File: src/rtl/seq_ram_pkg.sv
`default_nettype none
// ============================================================================
// Module  : seq_ram_pkg
// Purpose : Shared sizes and controller state encoding for the sequence RAM.
// Rev     : 1.0  initial release
// ============================================================================
package seq_ram_pkg;

    localparam int RAM_ADDR_W = 4;
    localparam int RAM_DATA_W = 4;
    localparam int RAM_DEPTH  = 2 ** RAM_ADDR_W;
    localparam int RAM_LEN_W  = RAM_ADDR_W + 1;

    typedef enum logic [2:0] {
        ST_IDLE      = 3'd0,
        ST_WRITE     = 3'd1,
        ST_PLAY_ADDR = 3'd2,
        ST_PLAY_SHOW = 3'd3,
        ST_PLAY_GAP  = 3'd4,
        ST_CHK_ADDR  = 3'd5,
        ST_CHK_CMP   = 3'd6
    } state_t;

endpackage
`default_nettype wire

File: src/rtl/seq_ram_controller_tick_timer.sv
`default_nettype none
// ============================================================================
// Module  : tick_timer
// Purpose : Loadable down-counter; expire is high while the count sits at zero.
// Rev     : 1.0  initial release
// ============================================================================
module tick_timer #(
    parameter int WIDTH = 4
) (
    input  logic             clk,
    input  logic             reset,
    input  logic             load,
    input  logic [WIDTH-1:0] load_val,
    output logic             expire
);

    logic [WIDTH-1:0] cnt_q;
    logic [WIDTH-1:0] cnt_d;

    always_comb begin
        cnt_d = cnt_q;
        if (load) begin
            cnt_d = load_val;
        end else if (cnt_q != '0) begin
            cnt_d = cnt_q - WIDTH'(1);
        end
    end

    always_ff @(posedge clk or posedge reset) begin
        if (reset) begin
            cnt_q <= '0;
        end else begin
            cnt_q <= cnt_d;
        end
    end

    assign expire = (cnt_q == '0);

endmodule
`default_nettype wire

File: src/rtl/seq_ram_controller.sv
`default_nettype none
// ============================================================================
// Module  : seq_ram_controller
// Purpose : Appends, plays back and checks the memory-game sequence RAM.
// Rev     : 1.0  initial release
// ============================================================================
module seq_ram_controller
    import seq_ram_pkg::*;
#(
    parameter int ADDR_W      = RAM_ADDR_W,
    parameter int DATA_W      = RAM_DATA_W,
    parameter int SHOW_CYCLES = 1000,
    parameter int GAP_CYCLES  = 500
) (
    input  logic              clk,
    input  logic              reset,
    input  logic              clear,
    input  logic              wr_req,
    input  logic [DATA_W-1:0] wr_data,
    input  logic              play_req,
    input  logic              chk_req,
    input  logic [DATA_W-1:0] chk_data,
    output logic              busy,
    output logic              full,
    output logic [ADDR_W:0]   length,
    output logic [DATA_W-1:0] led,
    output logic              led_valid,
    output logic              play_done,
    output logic              chk_done,
    output logic              chk_ok,
    output logic              chk_last,
    output logic              ram_we,
    output logic [ADDR_W-1:0] ram_addr,
    output logic [DATA_W-1:0] ram_data,
    input  logic [DATA_W-1:0] ram_q
);

    localparam int LEN_W   = ADDR_W + 1;
    localparam int DEPTH   = 2 ** ADDR_W;
    localparam int TMR_MAX = (SHOW_CYCLES > GAP_CYCLES) ? SHOW_CYCLES : GAP_CYCLES;
    localparam int TMR_W   = (TMR_MAX > 1) ? $clog2(TMR_MAX) : 1;
    localparam logic [LEN_W-1:0] DEPTH_L   = LEN_W'(DEPTH);
    localparam logic [TMR_W-1:0] SHOW_LOAD = TMR_W'(SHOW_CYCLES - 1);
    localparam logic [TMR_W-1:0] GAP_LOAD  = TMR_W'(GAP_CYCLES - 1);

    state_t            state_q,     state_d;
    logic [LEN_W-1:0]  length_q,    length_d;
    logic [ADDR_W-1:0] ptr_q,       ptr_d;
    logic [ADDR_W-1:0] idx_q,       idx_d;
    logic [DATA_W-1:0] cdata_q,     cdata_d;
    logic [DATA_W-1:0] ram_data_q,  ram_data_d;
    logic [ADDR_W-1:0] ram_addr_q,  ram_addr_d;
    logic              ram_we_q,    ram_we_d;
    logic              busy_q,      busy_d;
    logic              full_q,      full_d;
    logic              led_valid_q, led_valid_d;
    logic              play_done_q, play_done_d;
    logic              chk_done_q,  chk_done_d;
    logic              chk_ok_q,    chk_ok_d;
    logic              chk_last_q,  chk_last_d;

    logic              tmr_load;
    logic [TMR_W-1:0]  tmr_val;
    logic              tmr_expire;
    logic              is_match;
    logic              is_last;
    logic [LEN_W-1:0]  last_pos;

    tick_timer #(
        .WIDTH    (TMR_W)
    ) u_tick_timer (
        .clk      (clk),
        .reset    (reset),
        .load     (tmr_load),
        .load_val (tmr_val),
        .expire   (tmr_expire)
    );

    assign last_pos = length_q - LEN_W'(1);
    assign is_match = (ram_q == cdata_q);
    assign is_last  = ({1'b0, ptr_q} == last_pos);

    always_comb begin
        state_d     = state_q;
        length_d    = length_q;
        ptr_d       = ptr_q;
        idx_d       = idx_q;
        cdata_d     = cdata_q;
        ram_data_d  = ram_data_q;
        play_done_d = 1'b0;
        chk_done_d  = 1'b0;
        chk_ok_d    = chk_ok_q;
        chk_last_d  = chk_last_q;
        tmr_load    = 1'b0;
        tmr_val     = SHOW_LOAD;

        if (clear) begin
            state_d    = ST_IDLE;
            length_d   = '0;
            ptr_d      = '0;
            chk_ok_d   = 1'b0;
            chk_last_d = 1'b0;
        end else begin
            case (state_q)
                ST_IDLE: begin
                    // A write request while full is swallowed, not passed down the priority chain.
                    if (wr_req) begin
                        if (!full_q) begin
                            ram_data_d = wr_data;
                            state_d    = ST_WRITE;
                        end
                    end else if (play_req) begin
                        idx_d = '0;
                        ptr_d = '0;
                        if (length_q == '0) begin
                            play_done_d = 1'b1;
                        end else begin
                            state_d = ST_PLAY_ADDR;
                        end
                    end else if (chk_req) begin
                        cdata_d = chk_data;
                        if (length_q == '0) begin
                            chk_done_d = 1'b1;
                            chk_ok_d   = 1'b0;
                            chk_last_d = 1'b0;
                        end else begin
                            state_d = ST_CHK_ADDR;
                        end
                    end
                end
                ST_WRITE: begin
                    length_d = length_q + LEN_W'(1);
                    state_d  = ST_IDLE;
                end
                ST_PLAY_ADDR: begin
                    tmr_load = 1'b1;
                    tmr_val  = SHOW_LOAD;
                    state_d  = ST_PLAY_SHOW;
                end
                ST_PLAY_SHOW: begin
                    if (tmr_expire) begin
                        tmr_load = 1'b1;
                        tmr_val  = GAP_LOAD;
                        state_d  = ST_PLAY_GAP;
                    end
                end
                ST_PLAY_GAP: begin
                    if (tmr_expire) begin
                        if ({1'b0, idx_q} < last_pos) begin
                            idx_d   = idx_q + ADDR_W'(1);
                            state_d = ST_PLAY_ADDR;
                        end else begin
                            play_done_d = 1'b1;
                            state_d     = ST_IDLE;
                        end
                    end
                end
                ST_CHK_ADDR: begin
                    state_d = ST_CHK_CMP;
                end
                ST_CHK_CMP: begin
                    chk_done_d = 1'b1;
                    chk_ok_d   = is_match;
                    chk_last_d = is_match & is_last;
                    ptr_d      = (is_match && !is_last) ? ptr_q + ADDR_W'(1) : '0;
                    state_d    = ST_IDLE;
                end
                default: begin
                    state_d = ST_IDLE;
                end
            endcase
        end

        // Port-facing registers follow the state being entered so they line up with it.
        busy_d      = (state_d != ST_IDLE);
        full_d      = (length_d == DEPTH_L);
        ram_we_d    = (state_d == ST_WRITE);
        led_valid_d = (state_d == ST_PLAY_SHOW);
        case (state_d)
            ST_WRITE:                               ram_addr_d = length_q[ADDR_W-1:0];
            ST_PLAY_ADDR, ST_PLAY_SHOW, ST_PLAY_GAP: ram_addr_d = idx_d;
            ST_CHK_ADDR, ST_CHK_CMP:                ram_addr_d = ptr_d;
            default:                                ram_addr_d = '0;
        endcase
    end

    always_ff @(posedge clk or posedge reset) begin
        if (reset) begin
            state_q     <= ST_IDLE;
            length_q    <= '0;
            ptr_q       <= '0;
            idx_q       <= '0;
            cdata_q     <= '0;
            ram_data_q  <= '0;
            ram_addr_q  <= '0;
            ram_we_q    <= 1'b0;
            busy_q      <= 1'b0;
            full_q      <= 1'b0;
            led_valid_q <= 1'b0;
            play_done_q <= 1'b0;
            chk_done_q  <= 1'b0;
            chk_ok_q    <= 1'b0;
            chk_last_q  <= 1'b0;
        end else begin
            state_q     <= state_d;
            length_q    <= length_d;
            ptr_q       <= ptr_d;
            idx_q       <= idx_d;
            cdata_q     <= cdata_d;
            ram_data_q  <= ram_data_d;
            ram_addr_q  <= ram_addr_d;
            ram_we_q    <= ram_we_d;
            busy_q      <= busy_d;
            full_q      <= full_d;
            led_valid_q <= led_valid_d;
            play_done_q <= play_done_d;
            chk_done_q  <= chk_done_d;
            chk_ok_q    <= chk_ok_d;
            chk_last_q  <= chk_last_d;
        end
    end

    // RAM output is already stable for the whole show phase, so only gating is needed.
    assign led       = led_valid_q ? ram_q : '0;
    assign busy      = busy_q;
    assign full      = full_q;
    assign length    = length_q;
    assign led_valid = led_valid_q;
    assign play_done = play_done_q;
    assign chk_done  = chk_done_q;
    assign chk_ok    = chk_ok_q;
    assign chk_last  = chk_last_q;
    assign ram_we    = ram_we_q;
    assign ram_addr  = ram_addr_q;
    assign ram_data  = ram_data_q;

endmodule
`default_nettype wire
File: config.mk
export PLATFORM = sky130hd
export DESIGN_NAME = seq_ram_controller
export DESIGN_NICKNAME = d
export VERILOG_FILES = /design/src/rtl/seq_ram_pkg.sv /design/src/rtl/seq_ram_controller_tick_timer.sv /design/src/rtl/seq_ram_controller.sv
export SDC_FILE = /design/constraint.sdc
export NUM_CORES = 1
export LEC_CHECK = 0
export CELL_PAD_IN_SITES_DETAIL_PLACEMENT = 0
export CELL_PAD_IN_SITES_GLOBAL_PLACEMENT = 1
export CORE_MARGIN = 2
export CORE_UTILIZATION = 42
export DETAILED_ROUTE_END_ITERATION = 16
export PLACE_DENSITY = 0.88
export SETUP_SLACK_MARGIN = 0.1
export SLEW_MARGIN = 10
export SYNTH_ARGS = -nofsm -noshare
export SYNTH_HDL_FRONTEND = slang
export SYNTH_SLANG_ARGS = --single-unit
File: constraint.sdc
create_clock -name clk -period 3.9 [get_ports clk]
set_input_delay 0.78 -clock clk [delete_from_list [all_inputs] [get_ports clk]]
set_output_delay 0.78 -clock clk [all_outputs]
set_load 0.01 [all_outputs]
Yosys cells after proc, flatten, opt, wreduce, memory -nomap -nowiden
Cells that the tools add are included.
{"block": "classes", "n_eq_ne": 19, "n_shift": 0, "addsub": 5, "multipliers": 0, "n_mux": 54, "n_reduce_logical": 14, "div_mod_pow": 0, "order_cmp": 1, "bitwise_logic": 5}
{"op": "10-bit two-way mux", "n": 5}
{"op": "4-bit two-way mux", "n": 10}
{"op": "3-bit two-way mux", "n": 9}
{"op": "3-bit == test, second input constant", "n": 6}
{"op": "1-bit two-way mux", "n": 18}
{"op": "4-bit one-hot mux with 2 select lines", "n": 2}
{"op": "3-bit one-hot mux with 5 select lines", "n": 1}
{"op": "3-bit by 2-bit == test with 1-bit output, second input constant", "n": 4}
{"op": "3-bit != test, second input constant", "n": 4}
{"op": "4-bit one-hot mux with 3 select lines", "n": 1}
{"op": "10-bit zero test", "n": 1}
{"op": "5-bit two-way mux", "n": 2}
{"op": "1-bit one-hot mux with 2 select lines", "n": 5}
{"op": "5-bit AND reduction", "n": 2}
{"op": "10-bit nonzero test", "n": 1}
{"op": "10-bit by 1-bit subtractor with 10-bit output, second input constant", "n": 1}
{"op": "4-bit by 1-bit adder with 4-bit output, second input constant", "n": 2}
{"op": "3-bit by 1-bit == test with 1-bit output, second input constant", "n": 2}
{"op": "3-bit nonzero test", "n": 2}
{"op": "5-bit by 1-bit adder with 5-bit output, second input constant", "n": 1}
{"op": "4-bit by 5-bit == test with 1-bit output", "n": 1}
{"op": "5-bit == test, second input constant", "n": 1}
{"op": "5-bit zero test", "n": 1}
{"op": "4-bit by 5-bit < comparator with 1-bit output", "n": 1}
{"op": "other kinds (12)", "n": 15}
{"block": "totals", "wordCells": 114, "n_memories": 0, "ramBits": 0, "regBits": 46, "romBits": 0, "out_inout_bits": 25, "latch_bits": 0}

Logic depth before layout (Yosys ltp)
Gate-level depths: netlist of the first run.
{"block": "depth", "word_depth": 10, "ltp_mapped": 11}

Hierarchy
A second synthesis of the first run with hierarchy kept.
{"block": "hier_totals", "cells_unflattened": 297, "hier_area_um2": 2876.5}
{"mod": "seq_ram_controller", "cells_each": 221, "instances": 1, "seq_area_each_um2": 900.9, "area_per_inst_um2": 2183.3}
{"mod": "tick_timer", "cells_each": 76, "instances": 1, "seq_area_each_um2": 250.2, "area_per_inst_um2": 693.2}

Worst setup path before layout of the first run
Ideal clock, no wire load.
{"block": "synth_path", "kind": "register -> register", "start": "register length_q[0], in the netlist length[0]", "end": "register ram_addr_q[2], in the netlist ram_addr[2]", "arrival_ps": 2811, "path_slack_ps": 1021, "path_stages_with_launch": 12, "cell_sequence": "dfrtp_1 -> clkbuf_1 -> inv_1 -> ha_1 -> xnor2_1 -> ha_1 -> o21a_1 -> o2bb2ai_1 -> o2111ai_4 -> a311oi_1 -> a21boi_0 -> a221o_1"}
{"block": "synth_between", "elab_chain_len": 10, "word_cells_on_any_way": 31, "cone_classes": "1 x add/sub; 1 x order compare; 7 x eq/ne; 17 x mux; 5 x reduce/logical"}
{"item": "from (decl)", "line_no": "seq_ram_controller.sv:47", "text": "logic [LEN_W-1:0] length_q, length_d;"}
{"item": "from (signal assigned)", "line_no": "seq_ram_controller.sv:206", "text": "length_q <= length_d;"}
{"item": "parallel branches: the longest is 9 deep, another holds 5-bit by 1-bit subtractor with 5-bit output"}
{"item": "4-bit one-hot mux with 3 select lines *", "line_no": "seq_ram_controller.sv:179", "text": "case (state_d)"}
{"item": "net ram_addr_d[2]", "line_no": "seq_ram_controller.sv:52", "text": "logic [ADDR_W-1:0] ram_addr_q, ram_addr_d;"}
{"item": "to (signal assigned)", "line_no": "seq_ram_controller.sv:211", "text": "ram_addr_q <= ram_addr_d;"}
{"item": "to (decl)", "line_no": "seq_ram_controller.sv:52"}
Mark *: on every way through the listed nets, which the timed path passes.
A chain may end at the register's enable or synchronous reset.

Worst setup path in the final report of the first run
{"block": "layout_path", "start": "register length_q[0], in the netlist length[0]", "end": "register ram_addr_q[0], in the netlist ram_addr[0]"}
{"block": "layout_between", "word_cells_on_any_way": 31, "cone_classes": "1 x add/sub; 1 x order compare; 7 x eq/ne; 17 x mux; 5 x reduce/logical"}
{"item": "5-bit by 1-bit subtractor with 5-bit output", "line_no": "seq_ram_controller.sv:79", "text": "assign last_pos = length_q - LEN_W'(1);"}
{"item": "4-bit by 5-bit < comparator with 1-bit output", "line_no": "seq_ram_controller.sv:149", "text": "if ({1'b0, idx_q} < last_pos) begin"}
{"item": "4-bit two-way mux", "line_no": "seq_ram_controller.sv:149"}
{"item": "4-bit two-way mux", "line_no": "seq_ram_controller.sv:148", "text": "if (tmr_expire) begin"}
{"item": "4-bit one-hot mux with 2 select lines", "line_no": "seq_ram_controller.sv:104", "text": "case (state_q)"}
{"item": "4-bit two-way mux", "line_no": "seq_ram_controller.sv:97", "text": "if (clear) begin"}
{"item": "net idx_d[0]", "line_no": "seq_ram_controller.sv:49", "text": "logic [ADDR_W-1:0] idx_q, idx_d;"}
{"item": "4-bit one-hot mux with 3 select lines", "line_no": "seq_ram_controller.sv:179"}
{"item": "net ram_addr_d[0]", "line_no": "seq_ram_controller.sv:52"}
The timed path passes the listed nets, and every way through them passes these cells.

==> impl_results.md, run 1 <==
* Worst setup margin at 759 ps
* Syn Nets at 310
* First-pass GRT wire length at about 11000 um
* Total gr overflow at 0
* Most used DFF post-synth: dfrtp_1
* Cts bufs inserted at 5
* CP Data Arrival Time at between 3000 and 4000 ps
* Slew Limit Fails at 0
* Share of cells above drive strength 1 at 10.8%
* CP cell instances: inv_1 -> ha_1 -> xnor2_1 -> ha_1 -> o21a_1 -> o2bb2ai_1 -> o211ai_1 -> a211oi_1 -> o21ai_0 -> o21ai_0
* Worst path max stage delay at between 500 and 600 ps
* Slew HR at between 30% and 40%
* PortBufs at 42
* Routability cong. at about 0.90
* Vias in the first global route at 2191
* Register area share after synthesis at between 40% and 50%
* Fillers at 628
* PostCTS Resize Cnt at 0
* Rows at 30
* Post-DP Area at 3270 um^2
* Routed vias at 2252
* Top delay family on crit path: compound AO/OA/AOI/OAI gates
* Hold_ws at 472 ps
* WS Path Type: reg -> reg
* Largest net degree at the start of global routing at 47
* Number of synthesized flops with an enable pin at 0
* Clock sink count at between 40 and 50
* Post-route DRC at 0
* Power density over cell area at between 500 and 600 nW/um^2
* Final setup viols at 0
* Initial antenna violation count at 0
* Syn avg cell area at 10.1 um^2
* Reg clk slew, reported paths at ~80 ps
* Root Buffer: clkbuf_8
* Longest Clk Path Bufs at 2
* Worst-margin pin slew at slightly above 1000 ps
* Detail Route Antenna Nets at 0
* Post-CTS Repair Setup Buffers at 0
* Most frequent cells in the layout: 46 x dfrtp_1, 42 x clkdlybuf4s50_1, 25 x nand2_1, 21 x nor2_1, 16 x xnor2_1
* Synth unique cells at 65
* Syn Std Cell Area at 2860 um^2
* Die W at 86.6 um
* WL per Instance at 16.1 um
* Worst setup EP type: flop
* Peak supply drop at 0.283 mV
* CORE AREA at 6680 um^2
* Most common cell after layout, fill and taps aside: dfrtp_1
* Die Footprint at 7500 um^2
* Layout net count at 351
* Post-route minimum period at 3140 ps
* Ports at 43
* Synth Instances at 283
* Area growth syn-to-layout at 17.7%
* Diode count at 0
* Leakage at around 1.4 nW
* Final HPWL DP at around 5000 um
* Post-DR vias/cell at 5.56
* Cell area after layout at 3370 um^2
* Worst Path Required at approximately 4100 ps
* Initial core utilization at 42.9%
* Seq cells post-synth at 46
* CTS tree: yes
* Max Freq at 318 MHz
* CP max FO at 9
* Router iterations before antenna repair at 4
* Place WS at roughly 780 ps
* Worst Skew at 5.77 ps
* Die Y at 86.6 um
* Hold Violations, Final at 0
* Clock Latency Late Sink at 300 ps
* # H-tree levels at 2
* Overall Global Routing Usage at 18.4%
* DRT iter0 DRCs at around 110
* HP Class: reg -> reg
* CP max-delay cell: a211oi_1
* Total Wirelength at around 6500 um
* YS warnings at 0
* Fin crit share at 80.5%
* Share of async-settable or async-resettable flops after synthesis at 100%
* Sum of negative setup slack at 0 ps
* Startpoint types: flop
* Crit path buffers/inverters at 1
* Max_cap viols at 0
* RSZ-0062 raised after global routing: no
* Run status: finished clean
* Hold Buf Count CTS at 0
[per-layer routing]
| layer | GRT usage (%) | up-vias | part of all wire (%) |
|---|---|---|---|
| met5 | 0 | - | 0 |
| met2 | 30.1 | 69 | 48 |
| met1 | 24.8 | 1076 | 45 |
| met3 | 3.81 | 6 | 5.1 |
| li1 | - | 1101 | - |
| met4 | 5.11 | 0 | 0.98 |
[registers in the layout, indices dropped and copies added (netlist names), 3 cells and up]
name,cells
length,5
ram_addr,4
state_q,3
ptr_q,4
idx_q,4
cdata_q,4
ram_data,4
u_tick_timer.cnt_q,10
[worst register-to-register path, delay by kind of cell, from the launching register on]
kind,cells,cell delay (ps)
adder cells (fa/ha/maj),2,520
flip-flops,1,540
XOR/XNOR,1,250
AO/OA/AOI/OAI,6,1640
buffers and inverters,1,90
[cell usage after synthesis (4+ instances only)]
cell type / number / share of area, %
and2b_2: 6 / 1.8
nor2_1: 21 / 2.8
clkbuf_1: 4 / 0.52
and2_1: 7 / 1.5
a21oi_1: 9 / 1.6
mux2_2: 9 / 3.5
dfrtp_1: 46 / 40
o21ai_0: 7 / 1.2
nand3_1: 9 / 1.6
nand4_1: 5 / 1.1
nor3b_1: 5 / 1.3
a21o_1: 4 / 1.0
nand2_1: 25 / 3.3
xor2_1: 6 / 1.8
xnor2_1: 16 / 4.9
ha_1: 9 / 3.9
nor3_1: 10 / 1.7
inv_1: 15 / 2.0
nor4_1: 4 / 0.87
[logic make-up after synthesis]
| family | count (synthesis) | synth area share [%] |
|---|---|---|
| XOR/XNOR | 23 | 7.65 |
| flip-flops | 46 | 40.2 |
| AO/OA/AOI/OAI | 59 | 16.4 |
| buffers and inverters | 27 | 7.16 |
| multiplexers | 10 | 3.89 |
| adder cells (fa/ha/maj) | 9 | 3.93 |
| AND/OR/NAND/NOR | 109 | 20.8 |
[metrics by stage]
step | power [W] | util (%) | instances
2_1_floorplan | 0.00125 | - | 283
3_3_place_gp | 0.00143 | 48.9 | 397
3_5_place_dp | 0.00144 | 48.9 | 397
4_1_cts | 0.00180 | 50.5 | 405
5_1_grt | 0.00191 | 50.5 | 405
6_report | 0.00178 | 50.5 | 405
[cell type report]
cell class	count	area, um^2	share of cell area (%)
Multi-Input combinational cell	210	1510	44.7
Sequential cell	46	1150	34.1
Timing Repair Buffer	46	450	13.4
Tap cell	80	100	2.97
Clock buffer	7	76.3	2.26
Inverter	15	56.3	1.67
Clock inverter	1	30.0	0.891
[report_power, final]
| group | leakage [nW] | internal, W | switching, W |
|---|---|---|---|
| sequential | 0.602 | 0.000584 | 0.000125 |
| combinational | 0.757 | 0.000372 | 0.000353 |
| clock | 0.0524 | 0.000192 | 0.000156 |
[path summary, 6_finish.rpt]
path	from	end	slack [ps]	cells past startpoint
max	length[0]$_DFF_PP0_	ram_addr[0]$_DFF_PP0_	760	10
min in group asynchronous	reset	u_tick_timer.cnt_q[6]$_DFFE_PP0P_	1020	2
min	chk_last$_DFFE_PP0P_	chk_last$_DFFE_PP0P_	470	2
max reg2reg	length[0]$_DFF_PP0_	ram_addr[0]$_DFF_PP0_	760	10
max in group asynchronous	reset	chk_last$_DFFE_PP0P_	2270	2
min reg2reg	chk_last$_DFFE_PP0P_	chk_last$_DFFE_PP0P_	470	2
(Power assumes the default switching activity.)
==> run 2, diff against run 1 <==
--- a/config.mk
+++ b/config.mk
@@ -8,9 +8,9 @@
 export CELL_PAD_IN_SITES_DETAIL_PLACEMENT = 0
 export CELL_PAD_IN_SITES_GLOBAL_PLACEMENT = 1
 export CORE_MARGIN = 2
-export CORE_UTILIZATION = 42
+export CORE_UTILIZATION = 38
 export DETAILED_ROUTE_END_ITERATION = 16
-export PLACE_DENSITY = 0.88
+export PLACE_DENSITY = 0.84
 export SETUP_SLACK_MARGIN = 0.1
 export SLEW_MARGIN = 10
 export SYNTH_ARGS = -nofsm -noshare
==> constraint.sdc (replaced) <==
create_clock -name clk -period 2.6 [get_ports clk]
set_input_delay 0.52 -clock clk [delete_from_list [all_inputs] [get_ports clk]]
set_output_delay 0.52 -clock clk [all_outputs]
set_load 0.01 [all_outputs]
==> run 2 against run 1 <==
Net effect:
- flip-flop and latch count unchanged
- final cell count up 12%
- critical path type unchanged
- setup slack got worse by 620 ps
- routed wire length grew 6.8%
- non-clock buffer count up 28
- via count increased by 7.8%
- cell area grew 12%
- clock power grew 53%
- clock skew is essentially flat
- clock-buffer cell count down 2
- critical path depth down 2
- sequential power rose by 47%
==> impl_results.md, run 2 (synthesis results as in run 1) <==
* Run status: finished clean
* Post-route minimum period at 2460 ps (-682 ps)
* Switching Fraction at 35.8% (+0.19 points)
* Power density over cell area at 796 nW/um^2 (+51%)
* CP max-delay cell: or4b_4
* Post-route DRC at 0 (unchanged)
* First-pass GRT wire length at 11800 um (+9.0%)
* Clock Power Share at 17.6% (-1.9 points)
* Worst Skew at 5.61 ps (-0.168 ps)
* CP cell instances: inv_2 -> ha_4 -> or4b_4 -> a311o_1 -> a22oi_4 -> and3_4 -> a31oi_1 -> a221o_1
* Most common cell after layout, fill and taps aside: dfrtp_1
* Max_cap viols at 0 (unchanged)
* Reg2reg start: length[1]$_DFF_PP0_
* Int Pwr at 0.00194 W (+69%)
* Reg clk slew, reported paths at 90 ps (about the same)
* Layout net count at 379 (+8.0%)
* CP max FO at 5 (-4)
* Peak supply drop at 0.388 mV (+37%)
* Detail Route Antenna Nets at 0 (unchanged)
* Die Y at 90.8 um (+4.9%)
* Max reg flops at 10 (unchanged)
* Switching power at 0.00108 W (+70%)
* Ports at 43 (unchanged)
* CP Depth at 8 (-2)
* R2R depth at 8 (-2)
* Longest Clk Path Bufs at 2 (unchanged)
* Post-DP Area at 3510 um^2 (+7.4%)
* Worst setup margin at 141 ps (-618 ps)
* Worst path max stage delay at 520 ps (-40 ps)
* Rows at 31 (+3.3%)
* # H-tree levels at 2 (unchanged)
* CP Data Arrival Time at 2650 ps (-700 ps)
* Worst setup EP type: flop
* R2R setup slack at 140 ps (-620 ps)
* Crit. Startpoint: length[1]$_DFF_PP0_
* HP Class: reg -> reg
* Startpoint types: flop
* Power, Total at 0.00302 W (+70%)
* Total Wirelength at 6970 um (+6.8%)
* Most flops, register: u_tick_timer.cnt_q
* WL per Instance at 15.4 um (-4.3%)
* Place WS at -24.2 ps (-809 ps)
* Diode count at 0 (unchanged)
* Max Freq at 407 MHz (+28%)
* Final setup viols at 0 (unchanged)
* Fin crit share at 94.6% (+14 points)
* Hold path depth at 2 (unchanged)
* Post-DR vias/cell at 5.37 (-3.4%)
* Initial antenna violation count at 0 (unchanged)
* Overall Global Routing Usage at 17.5% (-0.93 points)
* Worst-margin pin slew at 580 ps (-425 ps)
* Clock Latency Late Sink at 300 ps (about the same)
* CORE AREA at 7290 um^2 (+9.1%)
* Hold Violations, Final at 0 (unchanged)
* Cell area after layout at 3790 um^2 (+12%)
* Reg power frac at 34.5% (-5.3 points)
* Hold Buf Count CTS at 0 (unchanged)
* Root Buffer: clkbuf_8
* Crit path buffers/inverters at 1 (unchanged)
* Share of cells above drive strength 1 at 24.9% (+14 points)
* Router iterations before antenna repair at 4 (unchanged)
* Initial core utilization at 39.3% (-3.6 points)
* CTS tree: yes
* Worst Path Required at 2790 ps (-1320 ps)
* Vias in the first global route at 2431 (+11%)
* Slew Limit Fails at 0 (unchanged)
* Top delay family on crit path: compound AO/OA/AOI/OAI gates
* Die W at 90.8 um (+4.9%)
* Area growth syn-to-layout at 32.4%
* RSZ-0062 raised after global routing: yes
* Slew HR at 61.3% (+29 points)
* Final HPWL DP at 5240 um (+5.9%)
* Hold_ws at 479 ps (+7.81 ps)
* WS Path Type: reg -> reg
* Cts bufs inserted at 5 (unchanged)
* Clock sink count at 46 (unchanged)
* Leakage at 1.59 nW (+13%)
* Largest net degree at the start of global routing at 47 (unchanged)
* Sum of negative setup slack at 0 ps (unchanged)
* DRT iter0 DRCs at 88 (-21%)
* Routability cong. at 0.831 (-8.1%)
* Most frequent cells in the layout: 45 x dfrtp_1, 42 x clkdlybuf4s50_1, 32 x buf_4, 25 x nand2_1, 21 x nor2_1
* PortBufs at 42 (unchanged)
* Total gr overflow at 0 (unchanged)
* Logic pwr share at 47.8% (+7.1 points)
* Fillers at 695 (+11%)
* Die Footprint at 8250 um^2 (+10%)
* Hold Startpoint: chk_last$_DFFE_PP0P_
* Routed vias at 2428 (+7.8%)
run 2: cell count changes in the layout (fill, tap and decap cells not counted), sizes merged:
cell    previous run  this run
buf                4        32
clkbuf             7         5
clkinv             0         2
run 2: tightest hold or removal path, delay by kind of cell, from the launching register on:
family           cells  cell delay [ps]
DFF                  1              350
and+or+nand+nor      2              100
run 2: cell type report:
cell class | count | area, um^2 | area share [%]
clock inverters | 3 | 40.0 | 1.06
well taps | 99 | 124 | 3.27
clock buffers | 5 | 68.8 | 1.81
repair buffers | 74 | 661 | 17.4
flip-flops and latches | 46 | 1150 | 30.4
multi-input cells | 210 | 1690 | 44.5
inverters | 15 | 58.8 | 1.55
run 2: path summary, 6_finish.rpt:
| check | endpoint |
|---|---|
| max | ram_addr[2]$_DFF_PP0_ |
| min | chk_last$_DFFE_PP0P_ |
| max reg2reg | ram_addr[2]$_DFF_PP0_ |
| min reg2reg | chk_last$_DFFE_PP0P_ |
| max in group asynchronous | length[0]$_DFF_PP0_ |
| min in group asynchronous | u_tick_timer.cnt_q[7]$_DFFE_PP0P_ |
run 2: power by group through the flow:
stage	clock [W]	combinational, W	sequential [W]
after floorplan	0	0.000909	0.00102
after global placement	0	0.00130	0.00104
final	0.000533	0.00144	0.00104
after detailed placement	0	0.00132	0.00105
after global routing	0.000572	0.00158	0.00107
after CTS	0.000550	0.00143	0.00103
run 2: stage by stage:
stage | cells | utilization [%]
6_report | 452 | 52.0
5_1_grt | 452 | 52.0
4_1_cts | 451 | 51.2
3_5_place_dp | 437 | 48.1
3_3_place_gp | 437 | 48.1
2_1_floorplan | 283 | -
run 2: timing repair:
action                                  in CTS  in global routing
buffers inserted                             6                  1
endpoints found under the setup margin       4                  6
gates cloned                                 0                  0
pin swaps                                    7                  3
gates resized for setup                     12                 12
hold endpoints to repair                     0                  0
run 2: metal layers:
metal / share of wire (%) / up-vias / GRT usage, % / routed length (um)
met5: 0 / - / 0 / 0
met4: 2.4 / 0 / 5.05 / 168
met3: 4.5 / 12 / 3.26 / 313
met2: 50 / 71 / 29.2 / 3460
met1: 43 / 1184 / 23.1 / 3030
li1: - / 1161 / - / -
==> run 3, diff against run 2 <==
--- a/config.mk
+++ b/config.mk
@@ -8,9 +8,10 @@
 export CELL_PAD_IN_SITES_DETAIL_PLACEMENT = 0
 export CELL_PAD_IN_SITES_GLOBAL_PLACEMENT = 1
 export CORE_MARGIN = 2
-export CORE_UTILIZATION = 38
+export CORE_UTILIZATION = 42
 export DETAILED_ROUTE_END_ITERATION = 16
-export PLACE_DENSITY = 0.84
+export GPL_TIMING_DRIVEN = 1
+export PLACE_DENSITY = 0.88
 export SETUP_SLACK_MARGIN = 0.1
 export SLEW_MARGIN = 10
 export SYNTH_ARGS = -nofsm -noshare
==> constraint.sdc (replaced) <==
create_clock -name clk -period 2.41 [get_ports clk]
set_input_delay 0.482 -clock clk [delete_from_list [all_inputs] [get_ports clk]]
set_output_delay 0.482 -clock clk [all_outputs]
set_load 0.01 [all_outputs]
==> run 3 against run 2 <==
Net effect:
- sequential power increased by 9%
- largest power group unchanged
- clock skew grew 3.3 ps
- largest cell class unchanged
- critical path depth rose by 3
- setup slack got worse by 220 ps
- register-to-register slack got worse by 220 ps
- global-route usage up 3.5 points
- first-iteration DRC count increased by 73%
- fmax is 1.4% lower
- die area is 9.1% lower
- the flow now finishes with violations (setup timing)
- sequential share of layout area down 0.88 points
- via count rose by 2.0%
- critical path type unchanged
==> impl_results.md, run 3 (synthesis results as in run 1) <==
* CP max FO at 5 (unchanged)
* Max_cap viols at 0 (unchanged)
* Most flops, register: u_tick_timer.cnt_q
* WS Path Type: reg -> reg
* Cts bufs inserted at 5 (unchanged)
* Longest Clk Path Bufs at 2 (unchanged)
* Ports at 43 (unchanged)
* Max reg flops at 10 (unchanged)
* # H-tree levels at 2 (unchanged)
* Router iterations before antenna repair at 4 (unchanged)
* Final setup viols at 4 (+4)
* Final HPWL DP at 5610 um (+6.9%)
* Root Buffer: clkbuf_8
* Initial core utilization at 42.9% (+3.6 points)
* Hold Violations, Final at 0 (unchanged)
* Sum of negative setup slack at -299 ps (-299 ps)
* PortBufs at 42 (unchanged)
* Routed vias at 2477 (+2.0%)
* Total gr overflow at 0 (unchanged)
* Worst setup margin at -82.5 ps (-224 ps)
* Most frequent cells in the layout: 45 x dfrtp_1, 43 x buf_4, 42 x clkdlybuf4s50_1, 25 x nand2_1, 21 x nor2_1
* Worst-margin pin slew at 508 ps (-72.6 ps)
* Die Y at 86.6 um (-4.7%)
* RSZ-0062 raised after global routing: yes
* Worst Path Required at 2640 ps (-150 ps)
* Hold Buf Count CTS at 0 (unchanged)
* Overall Global Routing Usage at 20.9% (+3.5 points)
* Slew HR at 65.9% (+4.5 points)
* Vias in the first global route at 2520 (+3.7%)
* Clock sink count at 46 (unchanged)
* Slew Limit Fails at 0 (unchanged)
* DRT iter0 DRCs at 152 (+73%)
* First-pass GRT wire length at 12400 um (+4.4%)
* CORE AREA at 6680 um^2 (-8.4%)
* HP Class: reg -> reg
* Post-route minimum period at 2490 ps (+33.7 ps)
* Worst setup EP type: flop
* Initial antenna violation count at 0 (unchanged)
* Post-DR vias/cell at 5.57 (+3.6%)
* Routability cong. at 0.852 (+2.6%)
* Die W at 86.6 um (-4.7%)
* Failing checks: setup timing
* Startpoint types: flop
* Power density over cell area at 890 nW/um^2 (+12%)
* Peak supply drop at 0.480 mV (+24%)
* Largest net degree at the start of global routing at 47 (unchanged)
* Die Footprint at 7500 um^2 (-9.1%)
* Share of cells above drive strength 1 at 28.2% (+3.3 points)
* Most common cell after layout, fill and taps aside: dfrtp_1
* Diode count at 0 (unchanged)
* Run status: finished, violations left
* Worst Skew at 8.89 ps (+3.28 ps)
* Clock Latency Late Sink at 310 ps (about the same)
* Fin crit share at 103% (+8.9 points)
* CP Data Arrival Time at 2720 ps (+70 ps)
* CTS tree: yes
* Leakage at 1.68 nW (+5.8%)
* Max Freq at 401 MHz (-1.4%)
* Reg clk slew, reported paths at 90 ps (about the same)
* Total Wirelength at 7420 um (+6.5%)
* Post-route DRC at 0 (unchanged)
* Detail Route Antenna Nets at 0 (unchanged)
* Area growth syn-to-layout at 36.3%
* Rows at 30 (-3.2%)
* Hold_ws at 485 ps (+5.86 ps)
* Layout net count at 391 (+3.2%)
* WL per Instance at 16.7 um (+8.1%)
[run 3: worst paths after layout]
check / startpoint / to / slack (ps) / cells past startpoint
max in group asynchronous: reset / length[0]$_DFF_PP0_ / 1660 / 3
min in group asynchronous: reset / u_tick_timer.cnt_q[6]$_DFFE_PP0P_ / 520 / 3
hold reg to reg: chk_last$_DFFE_PP0P_ / chk_last$_DFFE_PP0P_ / 490 / 2
setup / recovery: length[1]$_DFF_PP0_ / ram_addr[0]$_DFF_PP0_ / -80 / 11
setup reg to reg: length[1]$_DFF_PP0_ / ram_addr[0]$_DFF_PP0_ / -80 / 11
hold / removal: chk_last$_DFFE_PP0P_ / chk_last$_DFFE_PP0P_ / 490 / 2
[run 3: through the flow]
step           power, W  cells  cell area [um^2]  setup slack, ps  utilization (%)
6_report        0.00348    445              3910            -82.5             58.4
3_5_place_dp    0.00264    432              3600             -155             53.9
3_3_place_gp    0.00260    432              3600            -81.6             53.9
2_1_floorplan   0.00209    283              2930             -132                -
4_1_cts         0.00339    442              3820            -46.8             57.2
5_1_grt         0.00368    445              3910             -145             58.4
[run 3: critical path, stage by stage, from the launching register on]
cell and delay, ps:
dfrtp_1 420, inv_2 80, ha_4 180, xnor2_4 140
ha_1 280, o21a_2 250, o2bb2ai_4 190, o2111ai_4 180
a311oi_4 340, buf_4 170, a22oi_1 70, o21ai_1 120
[run 3: power by group]
part	total, W	switching [W]	internal (W)
registers	0.00113	0.000179	0.000947
clock network	0.000699	0.000284	0.000416
logic	0.00165	0.000758	0.000893
total	0.00348	0.00122	0.00226
[run 3: layer usage]
metal | track usage, % | share of wire (%) | vias up
met5 | 0 | 0 | -
met4 | 7.10 | 2.2 | 0
met3 | 3.24 | 3.7 | 17
met2 | 35.2 | 49 | 65
met1 | 27.6 | 45 | 1210
li1 | - | - | 1185
[run 3: layout make-up]
type	count	area, um^2
multi-input combinational	210	1690
tap	80	100
clock inverter	3	68.8
clock buffer	5	68.8
fill	545	2780
timing repair buffer	86	763
sequential	46	1150
inverter	15	58.8
[run 3: repair_timing]
action,CTS,global route
buffers inserted,2,3
endpoints found under the setup margin,6,8
endpoints found under the hold margin,0,0
pin swaps,4,1
resized for setup,15,13
